--- config.mk ---
export PLATFORM = sky130hd
export DESIGN_NAME = data_sync_launcher
export DESIGN_NICKNAME = d
export VERILOG_FILES = /design/src/rtl/data_sync_launcher.sv
export SDC_FILE = /design/constraint.sdc
export NUM_CORES = 1
export LEC_CHECK = 0
export ABC_CLOCK_PERIOD_IN_PS = 1400
export CAP_MARGIN = 20
export CORE_AREA = 2 2 39 41
export DETAILED_ROUTE_END_ITERATION = 10
export DIE_AREA = 0 0 41 43
export DONT_BUFFER_PORTS = 1
export PLACE_DENSITY = 0.76
export SLEW_MARGIN = 0
export SYNTH_ARGS = -nofsm -noshare
export SYNTH_HDL_FRONTEND = slang
export SYNTH_SLANG_ARGS = --single-unit
--- constraint.sdc ---
create_clock -name CLK -period 1.4 [get_ports CLK]
set_input_delay 0.28 -clock CLK [delete_from_list [all_inputs] [get_ports CLK]]
set_output_delay 0.28 -clock CLK [all_outputs]
set_load 0.05 [all_outputs]
--- src/rtl/data_sync_launcher.sv ---
// Source-domain launcher for an enable-qualified multi-bit synchronizer: registers a word onto
// unsync_bus, then holds bus_enable high for HOLD_CYCLES and low for GAP_CYCLES per word.
module data_sync_launcher #(
    parameter int BUS_WIDTH   = 8,
    parameter int HOLD_CYCLES = 4,
    parameter int GAP_CYCLES  = 4
) (
    input  logic                 CLK,
    input  logic                 RST,
    input  logic [BUS_WIDTH-1:0] in_data,
    input  logic                 in_valid,
    output logic                 in_ready,
    output logic [BUS_WIDTH-1:0] unsync_bus,
    output logic                 bus_enable,
    output logic                 tx_done
);

    if (HOLD_CYCLES < 1 || GAP_CYCLES < 1) begin : g_bad_params
        $fatal(1, "data_sync_launcher: HOLD_CYCLES and GAP_CYCLES must both be >= 1");
    end

    localparam int CntMax = (HOLD_CYCLES > GAP_CYCLES) ? HOLD_CYCLES : GAP_CYCLES;
    localparam int CntW   = (CntMax > 1) ? $clog2(CntMax) : 1;
    localparam logic [CntW-1:0] HoldLoad = CntW'(HOLD_CYCLES - 1);
    localparam logic [CntW-1:0] GapLoad  = CntW'(GAP_CYCLES - 1);

    typedef enum logic [1:0] {StIdle, StHold, StGap} state_e;

    state_e                 state_q;
    logic [CntW-1:0]        cnt_q;
    logic [BUS_WIDTH-1:0]   bus_q;
    logic                   en_q;
    logic                   done_q;

    always_ff @(posedge CLK) begin
        if (RST) begin
            state_q <= StIdle;
            cnt_q   <= '0;
            bus_q   <= '0;
            en_q    <= 1'b0;
            done_q  <= 1'b0;
        end else begin
            done_q <= 1'b0;
            case (state_q)
                StIdle: begin
                    if (in_valid) begin
                        bus_q   <= in_data;
                        en_q    <= 1'b1;
                        cnt_q   <= HoldLoad;
                        state_q <= StHold;
                    end
                end
                StHold: begin
                    if (cnt_q == '0) begin
                        en_q    <= 1'b0;
                        cnt_q   <= GapLoad;
                        state_q <= StGap;
                    end else begin
                        cnt_q <= cnt_q - CntW'(1);
                    end
                end
                StGap: begin
                    // bus_q stays put here so data is stable across the enable's falling edge.
                    if (cnt_q == '0) begin
                        state_q <= StIdle;
                        done_q  <= 1'b1;
                    end else begin
                        cnt_q <= cnt_q - CntW'(1);
                    end
                end
                default: begin
                    state_q <= StIdle;
                    en_q    <= 1'b0;
                end
            endcase
        end
    end

    assign in_ready   = (state_q == StIdle);
    assign unsync_bus = bus_q;
    assign bus_enable = en_q;
    assign tx_done    = done_q;

endmodule

==> reports/qor.yml <==
crit_fanout: 6
grt_pass1_wl_um: 2021
die_x_um: 41
nets: 102
cts_buffer_depth: 2
gr-total-overflow: 0
core_area_mm2: 0.001384
power_frac_comb: 0.318
setup_viol: 0
p_per_area_mw_per_mm2: 1487
cp_slowest_cell: "dfxtp_1"
root_buffer: "clkbuf_4"
min_to: "state_q[1]$_SDFFE_PP0P_"
hold_depth: 1
cts_tree: "built"
slew_viol_final: 0
wl_per_cell_um: 12.93
cts.sinks: 14
seq_power_share: 0.493
rsz0062_at_grt: "false"
vias: 557
p_leak_nw: 0.2980
setup_tns_ns: 0
stdcell_count: 99
critical_path_cell_count: 5
syn_avg_cell_area_um2: 8.457
initial_core_util: 0.4828
clkPwrFrac: 0.188
num_antenna_cells: 0
min_period_ns: 1.314
tightest_slew_ns: 0.5078
rrSetupSlack_ns: 0.09
hp-class: "in2reg"
crit_buf_inv: 1
synth_top_cell_area_share: 0.4195
drc: 0
start_kind: "flop"
yosysWarnings: 0
synth.cell_area_um2: 668.1
ys_top_cells_by_area: "dfxtp_1, ha_1, a21oi_1"
viasPerCell: 5.626
fin_ws_ns: 0.08641
hold_viol_final: 0
rr_startpoint: "state_q[0]$_SDFFE_PP0P_"
internal-power_w: 0.0006992
p_sw_w: 0.0004191
status: "complete, no violations"
h-tree-depth: 1
die_area_mm2: 0.001763
syn_inst: 79
syn2layout_area_growth_pct: 12.55
max_slew_margin: 0.6610
peakVddDrop_uv: 569.4
cts_setup_buffers: 0
syn_nets: 96
clock_latency_ns: 0.27
grt_usage: 0.1712
dpl_worst_slack_ns: 0.02138
routed_wl_um: 1280
timing.rr.end: "state_q[0]$_SDFFE_PP0P_"
first_global_vias: 477
ant_nets: 0
antenna_found_initial: 0
worstPathArrival_ns: 1.50
r2r_cells: 5
port_buffers: 0
rows: 14
firstDrtPassIters: 4
gp_congestion: 0.8175
skew_ns: 0.003686
cts_made_buffers: 3
critPathCaptureType: "flop"
crit_required_ns: 1.59
clk_pin_slew_ns: 0.08
period_share: 0.9383
dp.cells: 96
grt_max_degree: 16
synth.distinct_cells: 23
swShare: 0.3748
hold_ws_ns: 0.06447
drt_iter0_drc: 8
cpPeakStageDelay_ns: 0.33
max_freq_mhz: 761.3
final_layout_size_suffix_gt1_frac: 0.1687
fill_cells: 131
crit_family: "compound AO/OA/AOI/OAI gates"
synth_seq_cells: 14
yosysTopAreaCell: "dfxtp_1"
hold_start: "RST"
ios: 22
path_class: "reg2reg"
die_y_um: 43
fin_util: 0.5434
cp_cell_sequence: "buf_4, ha_1, o21bai_1, a21oi_1, a211oi_1"
yosysSeqAreaShare: 0.4195
cap_viol_max_count: 0
[power by group through the flow]
| stage | Combinational (W) | Clock (W) | Sequential [W] |
|---|---|---|---|
| floorplan | 0.000253 | 0 | 0.000576 |
| global placement | 0.000327 | 0 | 0.000559 |
| detailed placement | 0.000340 | 0 | 0.000559 |
| CTS | 0.000340 | 0.000225 | 0.000551 |
| global route | 0.000395 | 0.000241 | 0.000560 |
| finish | 0.000356 | 0.000210 | 0.000552 |
[state kept, by name, summed over array words and instances (netlist names)]
signal / flops
unsync_bus: 8
cnt_q: 2
state_q: 2
bus_enable: 1
tx_done: 1
[metal layers]
layer  up-vias  wire (µm)  global-route usage
met4         0         15             0.08000
met2        19        617              0.2531
li1        283          -                   -
met1       253        548              0.2110
met5         -          0                   0
met3         2         98             0.06283
[layout by cell type (no fill, tap or decap)]
cell type	synthesis	layout
inv_2	0	2
and2b_2	1	1
buf_8	0	1
nand3_1	9	9
buf_4	0	3
inv_1	6	4
a31o_2	1	1
a31oi_1	2	2
nor2b_1	1	1
dfxtp_1	14	13
o21bai_1	1	1
dfxtp_4	0	1
o21ai_0	2	2
clkbuf_4	0	3
nand2_1	11	11
a21boi_0	1	1
nor3_1	1	1
ha_1	6	5
nand2b_1	2	2
a211oi_1	2	2
ha_4	0	1
a21oi_4	0	1
a21oi_1	10	10
nor2_1	3	3
a311oi_1	1	1
o2111a_1	1	1
[metrics by stage]
stage | area [µm²] | power, W
4_1_cts | 734.5 | 0.001116
6_report | 752.0 | 0.001118
3_3_place_gp | 710.7 | 0.0008856
5_1_grt | 752.0 | 0.001196
3_5_place_dp | 710.7 | 0.0008991
2_1_floorplan | 680.7 | 0.0008289
[kinds of logic after synthesis]
| group | after synthesis | synth area share |
|---|---|---|
| and+or+nand+nor | 28 | 0.1947 |
| DFF | 14 | 0.4195 |
| buffers and inverters | 9 | 0.06365 |
| AOI/OAI and AO/OA | 22 | 0.2097 |
| adders and majority gates | 6 | 0.1124 |
[worst max path at each step]
stage	start	slack, ns	endpoint
final	state_q[0]$_SDFFE_PP0P_	0.09	state_q[0]$_SDFFE_PP0P_
after global routing	state_q[0]$_SDFFE_PP0P_	0.0002	state_q[0]$_SDFFE_PP0P_
after CTS	state_q[0]$_SDFFE_PP0P_	0.002	in_ready
after detailed placement	state_q[1]$_SDFFE_PP0P_	0.02	state_q[0]$_SDFFE_PP0P_
after global placement	state_q[1]$_SDFFE_PP0P_	0.09	cnt_q[0]$_SDFFE_PP0P_
after floorplan	state_q[0]$_SDFFE_PP0P_	0.06	unsync_bus[0]$_SDFFE_PP0P_
[final cells by class]
class / instances / area, µm² / area share
sequential: 14 / 284.0 / 0.3777
timing repair buffer: 4 / 37.54 / 0.04992
multi-input combinational: 56 / 365.4 / 0.4859
tap: 16 / 20.02 / 0.02662
inverter: 6 / 22.52 / 0.02995
clock buffer: 3 / 22.52 / 0.02995
[Yosys cell counts (all sizes together)]
master,count
a31oi,2
a211oi,2
nor2b,1
buf,2
ha,6
nand2b,2
a311oi,1
nand2,11
nand3,9
o21bai,1
a21oi,11
a21boi,1
inv,6
and2b,1
dfxtp,14
o2111a,1
clkbuf,1
a31o,1
nor3,1
o21ai,2
nor2,3
[what timing repair did]
item                                    CTS  global route
hold buffers                              0             0
pin swaps                                 0             0
endpoints found under the setup margin    1             3
endpoints found under the hold margin     0             0
gates resized for setup                   1             6
Note: power is estimated with default switching activity, not from simulation.
==> patch 1, RTL diff (same settings) <==
The 3 states of `state_e` get a one-hot encoding in 3 bits.
--- a/src/rtl/data_sync_launcher.sv
+++ b/src/rtl/data_sync_launcher.sv
@@ -24,7 +24,7 @@
     localparam logic [CntW-1:0] HoldLoad = CntW'(HOLD_CYCLES - 1);
     localparam logic [CntW-1:0] GapLoad  = CntW'(GAP_CYCLES - 1);
 
-    typedef enum logic [1:0] {StIdle, StHold, StGap} state_e;
+    typedef enum logic [2:0] {StIdle = 3'b001, StHold = 3'b010, StGap = 3'b100} state_e;
 
     state_e                 state_q;
     logic [CntW-1:0]        cnt_q;
Formal check against the unedited RTL: same outputs for any inputs over 10 cycles, from zero or initial values and one cycle with RST high; not proved beyond that.
==> patch 1 against the unedited design <==
  * Area after synthesis rose by 1.7%
  * Count of clock-buffer cells in the layout stayed put
  * Sequential share of layout area increased by 1.3 points
  * Total power down 13%
  * Via count decreased by 14%
  * Final area up 6.0%
  * Clock power rose by 15%
  * Sequential cell count grew 1
  * First-iteration DRC count up 50%
  * Setup slack lost 33 ps
  * Wire length is 13% lower
  * Sequential power fell by 3%
  * Critical path type unchanged
  * Critical endpoint is now state_q[0]$_SDFFE_PP1P_
==> patch 1: results (changes against the unedited design) <==
layout.cells.non_filler: 89  # -10%
grt_pass1_wl_um: 1660  # -18%
clk_share: 0.0345  # +0.00459
vdd_drop_max_mv: 0.513  # -9.9%
fill_cells: 122  # -6.9%
cellLeakagePower_uw: 0.000334  # +12%
buf_share: 0.107  # +0.0568
grt_use_met3: 0.0471  # -0.0157
drive_gt1_frac: 0.274  # +0.105
topRoutingLayerUsed: "met3"
syn_inst: 67  # -15%
final.setup_skew_ps: 4.76  # +1.07 ps
grt_pass1_vias: 383  # -20%
drt_wl_total_um: 1110  # -13%
synth_common_cells: "dfxtp_1, nor2_1, mux2i_1, nor3_1, a21oi_1"
cp.arrival_ps: 1520  # +20 ps
grt_util_met1: 0.200  # -0.0110
met2_length_um: 531  # -14%
sequentialPowerShare: 0.549  # +0.056
cts.sinks: 15  # +1
vias: 478  # -14%
switchingPower_uw: 315  # -25%
area_delta_synth_final_pct: 17.3
gr-usage-all-layers: 0.138  # -0.0328
status: "completed"
inverters: 3  # -3
post-place-ws_ps: 23.4  # +2.02 ps
drt-initial-drc-count: 12  # +4
synth.distinct_cells: 24  # +4.3%
## patch 1: cell count changes after synthesis, sizes merged, moves of 3 or more
cell and change:
a21oi -7, nand3 -9, mux2i +8, ha -5, nor3 +4, inv -3
nand2 -10, nor2 +6
## patch 1: cells by family after synthesis
logic type	synth area share
simple gates	0.203
flops	0.442
compound gates	0.109
buf+inv	0.0847
mux	0.118
xor+xnor	0.0258
fa+ha+maj	0.0184
## patch 1: worst paths after layout
path / from / endpoint / slack (ps)
setup / recovery: cnt_q[0]$_SDFFE_PP0P_ / state_q[0]$_SDFFE_PP1P_ / 50
hold / removal: RST / state_q[1]$_SDFFE_PP0P_ / 60
setup reg to reg: cnt_q[0]$_SDFFE_PP0P_ / state_q[0]$_SDFFE_PP1P_ / 50
hold reg to reg: cnt_q[1]$_SDFFE_PP0P_ / cnt_q[1]$_SDFFE_PP0P_ / 480
## patch 1: repair_timing
item | CTS | global route
endpoints found under the setup margin | 1 | 4
buffers inserted | 2 | 1
resized for setup | 6 | 1
pin swaps | 1 | 1
==> patch 2, RTL diff (same settings) <==
Without the edit above. Change the parameter `BUS_WIDTH` from 8 to 6.
--- a/src/rtl/data_sync_launcher.sv
+++ b/src/rtl/data_sync_launcher.sv
@@ -1,7 +1,7 @@
 // Source-domain launcher for an enable-qualified multi-bit synchronizer: registers a word onto
 // unsync_bus, then holds bus_enable high for HOLD_CYCLES and low for GAP_CYCLES per word.
 module data_sync_launcher #(
-    parameter int BUS_WIDTH   = 8,
+    parameter int BUS_WIDTH   = 6,
     parameter int HOLD_CYCLES = 4,
     parameter int GAP_CYCLES  = 4
 ) (
Interface: changed (resized in_data and unsync_bus); port bits go from 22 to 18. The function was not compared with the original's and may differ.
==> patch 2 against the unedited design <==
  * Synthesized cell count decreased by 7.6%
  * Cell count decreased by 1.0%
  * Final area increased by 3.8%
  * Largest power group unchanged
  * Setup slack got worse by 74 ps
  * Wire length decreased by 4.0%
  * Critical endpoint is now bus_enable$_SDFFE_PP0P_
  * Via count decreased by 5.2%
  * Sequential cell count decreased by 2
  * Fmax decreased by 5.3%
  * Critical path type unchanged
  * Area after synthesis decreased by 5.1%
  * Total power increased by 7.0%
==> patch 2: results (changes against the unedited design) <==
clk_latency_ps: 270  # about the same
clock-root-buffer: "clkbuf_4"
seq_area_frac_synth: 0.379  # -0.0408
gr-usage-all-layers: 0.155  # -0.0161
crit_family: "flip-flops"
yosysWarnings: 0  # unchanged
p_sw_frac: 0.359  # -0.0158
drt_wl_total_um: 1230  # -4.0%
drt-initial-drc-count: 1  # -7
synth-main-ff-cell: "dfxtp_1"
cellLeakagePower_uw: 0.000316  # +5.9%
placed_area_um2: 697  # -1.9%
wl_met3_um: 83  # -15%
netlist_top_cells_area: "dfxtp_1, ha_1, nand2_1"
cp_slowest_cell: "dfxtp_4"
grt_pass1_vias: 487  # +2.1%
status: "completed"
async_flop_share: 0  # unchanged
cp_slowest_stage_delay_ps: 380  # +50 ps
portBuffers: 0  # unchanged
grt_start_max_net_pins: 14  # -2
insertedDiodeCount: 0  # unchanged
holdPathStages: 1  # unchanged
cp.arrival_ps: 1560  # +60 ps
min_from: "RST"
routabilityCongestion: 0.796  # -2.6%
h-tree-depth: 1  # unchanged
topRoutingLayerUsed: "met3"
post-place-ws_ps: 11.1  # -10.3 ps
first_pass_iters: 2  # -2
rr_worst_depth: 6  # +1
crit_start: "state_q[1]$_SDFFE_PP0P_"
drive_gt1_frac: 0.317  # +0.148
numCtsBuffers: 3  # unchanged
grt_use_met3: 0.0576  # -0.00524
antenna_found_initial: 0  # unchanged
vdd_drop_max_mv: 0.699  # +23%
largest_reg_flops: 6  # -2
syn_nets: 88  # -8.3%
wl_met1_um: 507  # -7.5%
fill_cells: 131  # unchanged
grt_pass1_wl_um: 1900  # -6.1%
via_per_inst: 5.39  # -4.2%
met2_length_um: 638  # +3.4%
clock_path_buffers: 2  # unchanged
grt_util_met1: 0.182  # -0.0292
crit_fanout: 6  # unchanged
relSlewSlack: 0.657  # -0.00434
clk_pin_slew_ps: 80  # about the same
final_nets: 98  # -3.9%
final.setup_skew_ps: 3.86  # +0.171 ps
dpl.hpwl_um: 895
synth_common_cells: "dfxtp_1, nand2_1, a21oi_1, inv_1, nand3_1"
min_path_type: "primary input to register"
grt_use_met2: 0.253  # unchanged
synth.distinct_cells: 23  # unchanged
patch 2: cell types whose count changed in the layout (fill, tap and decap cells not counted), sizes merged, moves of 2 or more:
cell / unedited run / this run
a21oi: 11 / 8
buf: 4 / 8
dfxtp: 14 / 12
nand3: 9 / 7
o21bai: 1 / 3
patch 2: metrics by stage:
stage                     power (uW)  std cells  hold WS [ps]
after floorplan                  806         73           344
after global placement           869         91           344
after detailed placement         880         91           346
after CTS                       1160         95          62.0
after global routing            1280         98          43.9
final                           1200         98          59.0
patch 2: cell type report:
type | count | area, um^2 | share of cell area
timing repair buffer | 8 | 67.6 | 0.0865
inverter | 7 | 26.3 | 0.0337
tap | 16 | 20.0 | 0.0256
multi-input combinational | 51 | 384 | 0.492
clock buffer | 4 | 36.3 | 0.0465
sequential | 12 | 246 | 0.316
patch 2: power by group through the flow:
| stage | logic, uW | clock network [uW] | registers [uW] |
|---|---|---|---|
| global placement | 384 | 0 | 485 |
| detailed placement | 392 | 0 | 488 |
| finish | 445 | 269 | 483 |
| CTS | 398 | 276 | 483 |
| floorplan | 305 | 0 | 501 |
| global route | 491 | 298 | 492 |
patch 2: what timing repair did:
item                                    in CTS  in global routing
endpoints found under the setup margin       2                  4
pin swaps                                    0                  3
gates resized for setup                      3                  5
buffers inserted                             0                  3
patch 2: path summary, 6_finish.rpt:
kind	endpoint	slack [ps]
worst max-delay path	bus_enable$_SDFFE_PP0P_	10
worst min-delay path	state_q[0]$_SDFFE_PP0P_	60
worst max register to register	bus_enable$_SDFFE_PP0P_	10
worst min register to register	state_q[1]$_SDFFE_PP0P_	520
patch 2: kinds of logic after synthesis:
| kind of cell | synth area share |
|---|---|
| AOI/OAI and AO/OA | 0.227 |
| adders and majority gates | 0.118 |
| buffers and inverters | 0.0671 |
| DFF | 0.379 |
| and+or+nand+nor | 0.209 |
